## config.mk

```make
export PLATFORM = sky130hd
export DESIGN_NAME = symbol_framer
export DESIGN_NICKNAME = d
export VERILOG_FILES = /design/src/rtl/symbol_framer.sv
export SDC_FILE = /design/constraint.sdc
export NUM_CORES = 1
export LEC_CHECK = 0
export BUFFER_PORTS_ARGS = -buffer_cell sky130_fd_sc_hd__buf_2
export CAP_MARGIN = 20
export CELL_PAD_IN_SITES_DETAIL_PLACEMENT = 1
export CELL_PAD_IN_SITES_GLOBAL_PLACEMENT = 1
export CORE_AREA = 2 2 75 77
export DETAILED_ROUTE_END_ITERATION = 8
export DIE_AREA = 0 0 77 79
export GPL_TIMING_DRIVEN = 0
export HOLD_SLACK_MARGIN = 0.12
export PLACE_DENSITY_LB_ADDON = 0.2
export SYNTH_ARGS = -nofsm -noshare
export SYNTH_HDL_FRONTEND = slang
export SYNTH_SLANG_ARGS = --single-unit
```

## constraint.sdc

```tcl
create_clock -name clk -period 8.18 [get_ports clk]
set_input_delay 1.227 -clock clk [delete_from_list [all_inputs] [get_ports clk]]
set_output_delay 1.227 -clock clk [all_outputs]
set_load 0.01 [all_outputs]
```

## src/rtl/symbol_framer.sv

```systemverilog
// symbol_framer: buffers a serial bit stream and frames it into QPSK symbols
//   (optional preamble, payload bit pairs, zero tail), one symbol every SPS cycles.
// Latency: msg_in sampled high in IDLE at edge k gives the first new_symbol after edge k+1.
// Backpressure: bit_ready = !full; the symbol side has no backpressure.
// Optional preamble: compiled in only when SYMBOL_FRAMER_PREAMBLE_EN is defined.
// Ports:
//   clk, rst_n            - clock, async active-low reset
//   bit_in/bit_valid      - payload bit input; accepted when bit_ready is high
//   bit_ready             - FIFO not full
//   msg_in                - level, source has a message
//   data_in_i/data_in_q   - registered symbol bits, valid while new_symbol is high
//   new_symbol            - one-cycle strobe per symbol
//   msg_out               - high from first to last symbol of a frame
//   underrun              - sticky: a payload slot found <2 bits while msg_in was high
//   fifo_count            - FIFO occupancy
module symbol_framer #(
    parameter int SPS          = 8,
    parameter int FIFO_DEPTH   = 16,
    parameter int PREAMBLE_LEN = 8,
    parameter int TAIL_LEN     = 2
) (
    input  logic                          clk,
    input  logic                          rst_n,
    input  logic                          bit_in,
    input  logic                          bit_valid,
    output logic                          bit_ready,
    input  logic                          msg_in,
    output logic                          data_in_i,
    output logic                          data_in_q,
    output logic                          new_symbol,
    output logic                          msg_out,
    output logic                          underrun,
    output logic [$clog2(FIFO_DEPTH):0]   fifo_count
);

    localparam int AW      = $clog2(FIFO_DEPTH);
    localparam int CW      = $clog2(SPS);
    localparam int IDX_MAX = (PREAMBLE_LEN > TAIL_LEN) ? PREAMBLE_LEN : TAIL_LEN;
    localparam int IW      = $clog2(IDX_MAX + 1);

    typedef enum logic [1:0] {IDLE, PREAMBLE, PAYLOAD, TAIL} state_t;

    state_t              state, state_nxt;
    logic [CW-1:0]       cnt;
    logic [IW-1:0]       idx, idx_nxt;     // preamble slot index, or tail symbol index
    logic [FIFO_DEPTH-1:0] mem;
    logic [AW-1:0]       wr_ptr, rd_ptr;
    logic [AW:0]         count;
    logic                push;
    logic [1:0]          pop_n;
    logic                older, newer;
    logic                slot;
    logic                sym_i, sym_q;
    logic                set_ur, clr_ur;

    assign bit_ready  = (count != (AW+1)'(FIFO_DEPTH));
    assign fifo_count = count;
    assign push       = bit_valid && bit_ready;
    assign older      = mem[rd_ptr];
    assign newer      = mem[rd_ptr + AW'(1)];
    assign slot       = (state != IDLE) && (cnt == '0);

    // Bit storage carries no reset; emptiness is tracked by the pointers and count.
    always_ff @(posedge clk) begin
        if (push) begin
            mem[wr_ptr] <= bit_in;
        end
    end

    always_ff @(posedge clk or negedge rst_n) begin
        if (!rst_n) begin
            wr_ptr <= '0;
            rd_ptr <= '0;
            count  <= '0;
        end else begin
            if (push) begin
                wr_ptr <= wr_ptr + AW'(1);
            end
            rd_ptr <= rd_ptr + AW'(pop_n);
            count  <= count + (AW+1)'(push) - (AW+1)'(pop_n);
        end
    end

    // Pop decisions look at count before any same-cycle push.
    always_comb begin
        state_nxt = state;
        idx_nxt   = idx;
        pop_n     = 2'd0;
        sym_i     = 1'b0;
        sym_q     = 1'b0;
        set_ur    = 1'b0;
        clr_ur    = 1'b0;
        case (state)
            IDLE: begin
                if (msg_in) begin
`ifdef SYMBOL_FRAMER_PREAMBLE_EN
                    state_nxt = PREAMBLE;
`else
                    state_nxt = PAYLOAD;
`endif
                    idx_nxt   = '0;
                    clr_ur    = 1'b1;
                end
            end
            PREAMBLE: begin
                if (slot) begin
                    sym_i = ~idx[0];
                    sym_q = ~idx[0];
                    if (idx == IW'(PREAMBLE_LEN - 1)) begin
                        state_nxt = PAYLOAD;
                        idx_nxt   = '0;
                    end else begin
                        idx_nxt = idx + IW'(1);
                    end
                end
            end
            PAYLOAD: begin
                if (slot) begin
                    if (count >= (AW+1)'(2)) begin
                        pop_n = 2'd2;
                        sym_i = older;
                        sym_q = newer;
                    end else if (msg_in) begin
                        set_ur = 1'b1;
                    end else if (count == (AW+1)'(1)) begin
                        // Odd leftover bit goes out with Q padded to 0.
                        pop_n     = 2'd1;
                        sym_i     = older;
                        state_nxt = TAIL;
                        idx_nxt   = '0;
                    end else begin
                        // This zero symbol already counts as tail symbol 0.
                        if (TAIL_LEN == 1) begin
                            state_nxt = IDLE;
                            idx_nxt   = '0;
                        end else begin
                            state_nxt = TAIL;
                            idx_nxt   = IW'(1);
                        end
                    end
                end
            end
            TAIL: begin
                if (slot) begin
                    if (idx == IW'(TAIL_LEN - 1)) begin
                        state_nxt = IDLE;
                        idx_nxt   = '0;
                    end else begin
                        idx_nxt = idx + IW'(1);
                    end
                end
            end
            default: state_nxt = IDLE;
        endcase
    end

    always_ff @(posedge clk or negedge rst_n) begin
        if (!rst_n) begin
            state      <= IDLE;
            idx        <= '0;
            cnt        <= '0;
            new_symbol <= 1'b0;
            data_in_i  <= 1'b0;
            data_in_q  <= 1'b0;
            msg_out    <= 1'b0;
            underrun   <= 1'b0;
        end else begin
            state <= state_nxt;
            idx   <= idx_nxt;
            // Counter rests at 0 in IDLE so the first slot lands one edge after frame start.
            if (state == IDLE || state_nxt == IDLE) begin
                cnt <= '0;
            end else if (cnt == CW'(SPS - 1)) begin
                cnt <= '0;
            end else begin
                cnt <= cnt + CW'(1);
            end
            new_symbol <= slot;
            if (slot) begin
                data_in_i <= sym_i;
                data_in_q <= sym_q;
            end
            // Rises with the first strobe, falls the cycle after the last one.
            msg_out <= (state != IDLE) && (slot || msg_out);
            if (clr_ur) begin
                underrun <= 1'b0;
            end else if (set_ur) begin
                underrun <= 1'b1;
            end
        end
    end

endmodule

```

==> results.md, run 1 <==
* Synth Flop Type: dfrtp_1
* Syn_nets at 259
* Die extent in x at 77 µm
* Hold WC Path Type: reg -> reg
* # diodes at 0
* CTS H-tree lvls at 2
* Reg2Reg Depth at 17
* Number of global-route vias before repair at 1932
* Clock Power Share at 28.2%
* Count of cell types in the netlist at 47
* Setup bufs post-CTS at 0
* Clock Latency Late Sink at 300 ps
* Clock Tree Buf Depth at 2
* Initial DRC Count at 35
* Detail Route Antenna Nets at 0
* Most numerous cell on the critical path: inv_1
* Slew headroom at 37.66%
* Buf/Inv on CP at 6
* Max stage delay on crit path at 430 ps
* Fin crit period at 3598 ps
* TNS Setup at 0 ps
* Worst vdd ir at 0.1450 mV
* Levels on crit path at 17
* Port Buffers at 15
* Routability cong. at 0.7375
* Hold depth at 1
* Tot Pwr at 0.0007068 W
* Vias at 1761
* Startpoint class of the critical path: register
* Die area at 6083 µm²
* Endpoints failing setup at 0
* Gr usage total at 19.79%
* Sw power at 0.0002338 W
* Site Rows at 27
* Most common cell after layout, fill and taps aside: dfrtp_1
* Average vias per placed instance at 5.486
* Arrival time at the worst endpoint at 3780 ps
* Clk slew on worst S/H paths at 90 ps
* Post-synthesis cell area at 2586 µm²
* WL/cell at 16.74 µm
* Total Routed Length at 5375 µm
* CP endpoint kind: register
* MaxCap Viol Count at 0
* Layout Nets at 281
* Worst Tran Pin Value at 935.1 ps
* Worst-path fanout max at 9
* Power Density at 244.7 nW/µm²
* Final Skew at 7.985 ps
* Hold Fails Final Rpt at 0
* Unrepaired setup endpoints after global routing: false
* Most frequent cells in the layout: 27 x dfrtp_1, 26 x ha_1, 25 x inv_1
* Ratio of cells with drive above 1 in the final layout at 16.87%
* Leak Pwr at 1.276 nW
* Mean Syn Cell Area at 11.44 µm²
* Clock root cell: clkbuf_8
* Family with the most delay on the worst path: adder cells
* YS warnings at 0
* Ports at 16
* Comb pwr share at 32.2%
* Drt drc at 0
* Setup Crit Path Kind: reg -> reg
* Clk sinks at 43
* Post-synth EDFFs at 16
* Num CTS Buffers at 5
* Register area share after synthesis at 44.70%
* First-pass GRT wire length at 9584 µm
* Initial antenna violation count at 0
* Drt pass-1 iters at 4
* Hpwl dp at 4036 µm
* Synth Register Bits at 43
* Die Span Y at 79 µm
* Pint at 0.0004729 W
* Area Growth Syn to Fin at 11.66%
* GRT overflow at 0
* Critical Path RT at 8360 ps
* Fillers at 605
* Initial core utilization at 48.45%
* Post-Synthesis Cells at 226
* Largest net degree at the start of global routing at 28
* Pins Over Slew Limit at 0
* Hold buffers post-CTS at 0
* Period utilization at 43.99%
* Fmax at 0.2779 GHz
* Sequential power share at 39.7%
* Fraction of registers with async set/reset at 62.79%
* Core area at 5338 µm²
* Outcome: completed
* CP max stage cell: nor4_1
* Post-cts sizing count at 0
* Sw Ratio at 33.09%
* Crit-path cells: inv_1 > ha_1 > or3b_1 > buf_6 > inv_1 > nand2_1 > nor4_1 > ha_1 > inv_1 > ha_1 > inv_1 > fa_1 > inv_1 > a21oi_1 > nor2_1 > nor2_1 > xor2_1
* CTS tree: done
## cell type report
type	count	area [µm²]	share of cell area, %
clock inverters	3	67.56	2.340
multi-input cells	149	1295	44.84
repair buffers	15	75.07	2.600
clock buffers	5	68.82	2.383
plain buffers	8	37.54	1.300
well taps	72	90.09	3.120
flip-flops and latches	43	1156	40.03
inverters	26	97.59	3.380
## worst register-to-register path, stage by stage, from the launching register on
cell and delay (ps):
dfrtp_1 420, inv_1 130, ha_1 310, or3b_1 390
buf_6 150, inv_1 140, nand2_1 120, nor4_1 430
ha_1 320, inv_1 60, ha_1 150, inv_1 50
fa_1 390, inv_1 80, a21oi_1 70, nor2_1 90
nor2_1 50, xor2_1 130
## per-layer routing
| layer | global-route usage, % | vias up | share of wire (%) |
|---|---|---|---|
| li1 | - | 851 | - |
| met1 | 24.83 | 890 | 45 |
| met2 | 36.58 | 18 | 53 |
| met3 | 3.068 | 2 | 2.2 |
| met4 | 3.750 | 0 | 0.43 |
| met5 | 0 | - | 0 |
## registers in the layout, summed over array words and instances, names as in the netlist
name / cells
wr_ptr: 4
msg_out: 1
idx: 4
fifo_count: 5
rd_ptr: 4
mem: 16
state: 2
new_symbol: 1
data_in_q: 1
data_in_i: 1
cnt: 3
underrun: 1
## synthesized netlist by cell type (2+ instances only)
cell type | number | area, µm²
a21bo_2 | 2 | 20.02
a21o_1 | 2 | 15.01
a21oi_1 | 7 | 35.03
and2_1 | 10 | 62.56
clkbuf_1 | 7 | 26.28
dfrtp_1 | 27 | 675.7
edfxtp_1 | 16 | 480.5
fa_1 | 2 | 40.04
ha_1 | 26 | 325.3
inv_1 | 25 | 93.84
mux2_2 | 3 | 33.78
mux2i_1 | 2 | 20.02
mux4_2 | 8 | 180.2
nand2_1 | 8 | 30.03
nand3_1 | 5 | 25.02
nand3b_1 | 2 | 15.01
nand4_1 | 3 | 18.77
nor2_1 | 14 | 52.55
nor3_1 | 2 | 10.01
nor3b_1 | 3 | 22.52
nor4_1 | 6 | 37.54
nor4b_1 | 3 | 26.28
o21ai_0 | 10 | 50.05
or3_1 | 2 | 12.51
xnor2_1 | 5 | 43.79
xor2_1 | 5 | 43.79
## stage by stage
stage	std cells	worst slack, ps	utilization (%)	hold WS, ps	instance area, µm²
floorplan	226	5085	-	440.5	2586
global placement	313	4702	51.55	457.8	2751
detailed placement	313	4642	51.55	477.8	2751
CTS	321	4572	54.10	486.7	2888
global route	321	4328	54.10	514.1	2888
finish	321	4582	54.10	483.0	2888
## final timing paths
check / from / end / slack, ps
max: state[1] / fifo_count[4] / 4580
min: cnt[0] / cnt[0] / 480
max reg2reg: state[1] / fifo_count[4] / 4580
min reg2reg: cnt[0] / cnt[0] / 480
max in group asynchronous: rst_n / fifo_count[0] / 6830
min in group asynchronous: rst_n / idx[2] / 930
## power groups by stage
stage	logic [W]	registers (W)	clock network, W
finish	0.000227	0.000280	0.000199
global route	0.000260	0.000285	0.000211
CTS	0.000234	0.000281	0.000205
detailed placement	0.000227	0.000285	0
global placement	0.000217	0.000284	0
floorplan	0.000157	0.000286	0
## logic make-up after synthesis
logic type | share of synthesized area (%)
AO/OA/AOI/OAI | 8.854
XOR/XNOR | 3.386
adder cells (fa/ha/maj) | 14.13
buffers and inverters | 5.225
flip-flops | 44.70
multiplexers | 9.047
AND/OR/NAND/NOR | 14.66
(Power assumes the default switching activity.)
==> run 2, diff against run 1 <==
--- a/config.mk
+++ b/config.mk
@@ -5,13 +5,14 @@
 export SDC_FILE = /design/constraint.sdc
 export NUM_CORES = 1
 export LEC_CHECK = 0
+export ABC_AREA = 1
 export BUFFER_PORTS_ARGS = -buffer_cell sky130_fd_sc_hd__buf_2
 export CAP_MARGIN = 20
 export CELL_PAD_IN_SITES_DETAIL_PLACEMENT = 1
 export CELL_PAD_IN_SITES_GLOBAL_PLACEMENT = 1
-export CORE_AREA = 2 2 75 77
+export CORE_AREA = 2 2 80 82
 export DETAILED_ROUTE_END_ITERATION = 8
-export DIE_AREA = 0 0 77 79
+export DIE_AREA = 0 0 82 84
 export GPL_TIMING_DRIVEN = 0
 export HOLD_SLACK_MARGIN = 0.12
 export PLACE_DENSITY_LB_ADDON = 0.2
==> constraint.sdc (replaced) <==
create_clock -name clk -period 3.65 [get_ports clk]
set_input_delay 0.5475 -clock clk [delete_from_list [all_inputs] [get_ports clk]]
set_output_delay 0.5475 -clock clk [all_outputs]
set_load 0.01 [all_outputs]
==> run 2 against run 1 <==
Net effect:
- sequential power increased to 2.7 times the previous value
- total power increased to 3.4 times the previous value
- setup slack got worse by 3900 ps
- clock skew decreased by 5.5 ps
- fmax increased by 23%
- via count increased by 15%
- routed wire length increased by 6.5%
- flip-flop and latch count unchanged
- die area increased by 13%
- critical path type unchanged
- largest power group is now combinational logic
==> results.md, run 2 <==
* Unrepaired setup endpoints after global routing: false
* Detail Route Antenna Nets at 0
* Worst Tran Pin Value at 635.3 ps
* Fmax at 0.3426 GHz
* Initial DRC Count at 37
* Synth Register Bits at 43
* Period utilization at 79.97%
* Worst vdd ir at 0.3912 mV
* Largest net degree at the start of global routing at 28
* Num CTS Buffers at 5
* Clock root cell: clkbuf_8
* Sw power at 0.001112 W
* Reg2Reg Depth at 14
* Yosys top cell area share at 25.13%
* Hold buffers post-CTS at 0
* Number of global-route vias before repair at 2164
* Post-synth top cells: 65 x nand2_1, 51 x inv_1, 38 x nor2_1
* Total Routed Length at 5722 µm
* Clk sinks at 43
* Pint at 0.001270 W
* Clock Power Share at 12.4%
* Slew headroom at 57.64%
* CTS tree: done
* Most numerous cell in the Yosys netlist: nand2_1
* Non-Filler Instances at 417
* Reg2Reg Launch Point: state[0]
* Endpoints failing setup at 0
* Hold Fails Final Rpt at 0
* Count of cell types in the netlist at 32
* Fin crit period at 2919 ps
* Max stage delay on crit path at 400 ps
* Arrival time at the worst endpoint at 3140 ps
* Mean Syn Cell Area at 8.482 µm²
* Crit-path cells: inv_1 > ha_1 > nor2_2 > nand2_4 > nor2_2 > nand3_2 > nor2_1 > ha_1 > inv_1 > ha_1 > inv_1 > fa_1 > o21ai_0 > xnor2_1
* MaxCap Viol Count at 0
* Clock Latency Late Sink at 290 ps
* Most frequent cells in the layout: 65 x nand2_1, 51 x inv_1, 38 x nor2_1
* Outcome: completed
* Vias at 2029
* Top reg by flops: mem
* Post-Synthesis Cells at 317
* Post-cts sizing count at 0
* Most common cell after layout, fill and taps aside: nand2_1
* Startpoint class of the critical path: register
* Fraction of registers with async set/reset at 62.79%
* Power Density at 809.7 nW/µm²
* Final Skew at 2.442 ps
* Register area share after synthesis at 43.00%
* Clk slew on worst S/H paths at 80 ps
* YS warnings at 0
* Gr usage total at 18.91%
* Syn_nets at 350
* Multi-input logic area at 1282 µm²
* Clock Tree Buf Depth at 2
* Sw Ratio at 46.68%
* Comb pwr share at 55.5%
* Drt pass-1 iters at 4
* Site Rows at 29
* Routability cong. at 0.7609
* Die area at 6888 µm²
* Hold WC Path Type: in -> async
* Die extent in x at 82 µm
* Average vias per placed instance at 4.866
* Layout Nets at 372
* Initial antenna violation count at 0
* Setup slack, reg-to-reg at 730 ps
* Die Span Y at 84 µm
* Sequential power share at 32.1%
* Synth top area cells: dfrtp_1 25%, edfxtp_1 18%, ha_1 12%, nand2_1 9.1%, inv_1 7.1%
* First-pass GRT wire length at 10090 µm
* Setup bufs post-CTS at 0
* # diodes at 0
* Critical Path RT at 3870 ps
* FF/Latch Area at 1156 µm²
* Post-synthesis cell area at 2689 µm²
* Leading area contributor after synthesis: dfrtp_1
* WL/cell at 13.72 µm
* Pins Over Slew Limit at 0
* GRT overflow at 0
* Placed Cells incl. Taps at 409
* Drt drc at 0
* Max FFs per register at 16
* Core area at 6096 µm²
* Port Buffers at 15
* Hpwl dp at 4440 µm
* Initial core utilization at 44.11%
* CP max stage cell: dfrtp_1
* CP endpoint kind: register
* Area Growth Syn to Fin at 9.400%
* Fillers at 775
* Post-synth EDFFs at 16
* Ports at 16
* Leak Pwr at 1.463 nW
* CTS H-tree lvls at 2
* FF-to-FF End: fifo_count[4]
* Worst-path fanout max at 9
* TNS Setup at 0 ps
* Ratio of cells with drive above 1 in the final layout at 14.12%
* Setup Crit Path Kind: reg -> reg
* Synth Flop Type: dfrtp_1
## run 2: cell types whose count changed in the layout (fill, tap and decap cells not counted), sizes merged, moves of 4 or more
| cell | previous run | this run |
|---|---|---|
| mux4 | 8 | 0 |
| a21oi | 7 | 12 |
| and2 | 10 | 0 |
| clkbuf | 12 | 8 |
| o211ai | 0 | 9 |
| nor4 | 6 | 0 |
| nand2 | 8 | 72 |
| nor2 | 14 | 40 |
| buf | 16 | 20 |
| nand3 | 5 | 19 |
| inv | 26 | 55 |
| o21ai | 10 | 14 |
## run 2: stage by stage
step / util [%] / hold slack, ps / cell area [µm²] / total power (W) / setup slack (ps)
after CTS: 48.26 / 282.1 / 2942 / 0.002423 / 680.7
final: 48.26 / 266.6 / 2942 / 0.002382 / 731.2
after global placement: 46.92 / 461.1 / 2860 / 0.002052 / 803.9
after detailed placement: 46.92 / 465.5 / 2860 / 0.002109 / 705.1
after global routing: 48.26 / 311.3 / 2942 / 0.002662 / 484.4
after floorplan: - / 251.9 / 2689 / 0.001746 / 1143
## run 2: worst max path at each step
stage / from / cells past startpoint / slack [ps] / endpoint
floorplan: state[0] / 14 / 1140 / fifo_count[4]
global placement: state[0] / 14 / 800 / fifo_count[4]
detailed placement: state[0] / 14 / 710 / fifo_count[4]
CTS: state[0] / 14 / 680 / fifo_count[4]
global route: state[0] / 14 / 480 / fifo_count[4]
finish: state[0] / 14 / 730 / fifo_count[4]
## run 2: critical path: cells and delay by family, from the launching register on
kind	cells	cell delay (ps)
AOI/OAI and AO/OA	1	260
xor gates and xnor gates	1	150
adders and majority gates	4	1090
buffers and inverters	3	220
DFF	1	400
and+or+nand+nor	5	690
## run 2: metal layers
layer,track usage [%],up-vias,wire length [µm],share of wire (%)
li1,-,1045,-,-
met1,26.68,962,2877,50
met2,29.93,17,2664,47
met3,3.139,5,113,2.0
met4,5.000,0,67,1.2
met5,0,-,0,0
## run 2: logic make-up after synthesis
logic type	Yosys count	share of synthesized area, %
XOR/XNOR	10	3.258
adder cells (fa/ha/maj)	28	13.59
AND/OR/NAND/NOR	136	21.96
buffers and inverters	62	9.306
AO/OA/AOI/OAI	38	8.888
flip-flops	43	43.00
## run 2: cell type report
cell class | instances | share of cell area, %
Sequential cell | 43 | 39.30
Inverter | 56 | 7.188
Multi-Input combinational cell | 212 | 43.60
Clock buffer | 7 | 2.595
Tap cell | 77 | 3.275
Timing Repair Buffer | 15 | 2.552
Buffer | 6 | 1.319
Clock inverter | 1 | 0.1701
## run 2: power by group through the flow
stage          combinational, W  clock (W)  sequential, W
6_report                0.00132   0.000296       0.000764
5_1_grt                 0.00155   0.000327       0.000788
4_1_cts                 0.00134   0.000312       0.000767
3_5_place_dp            0.00133          0       0.000777
3_3_place_gp            0.00128          0       0.000770
2_1_floorplan          0.000972          0       0.000774
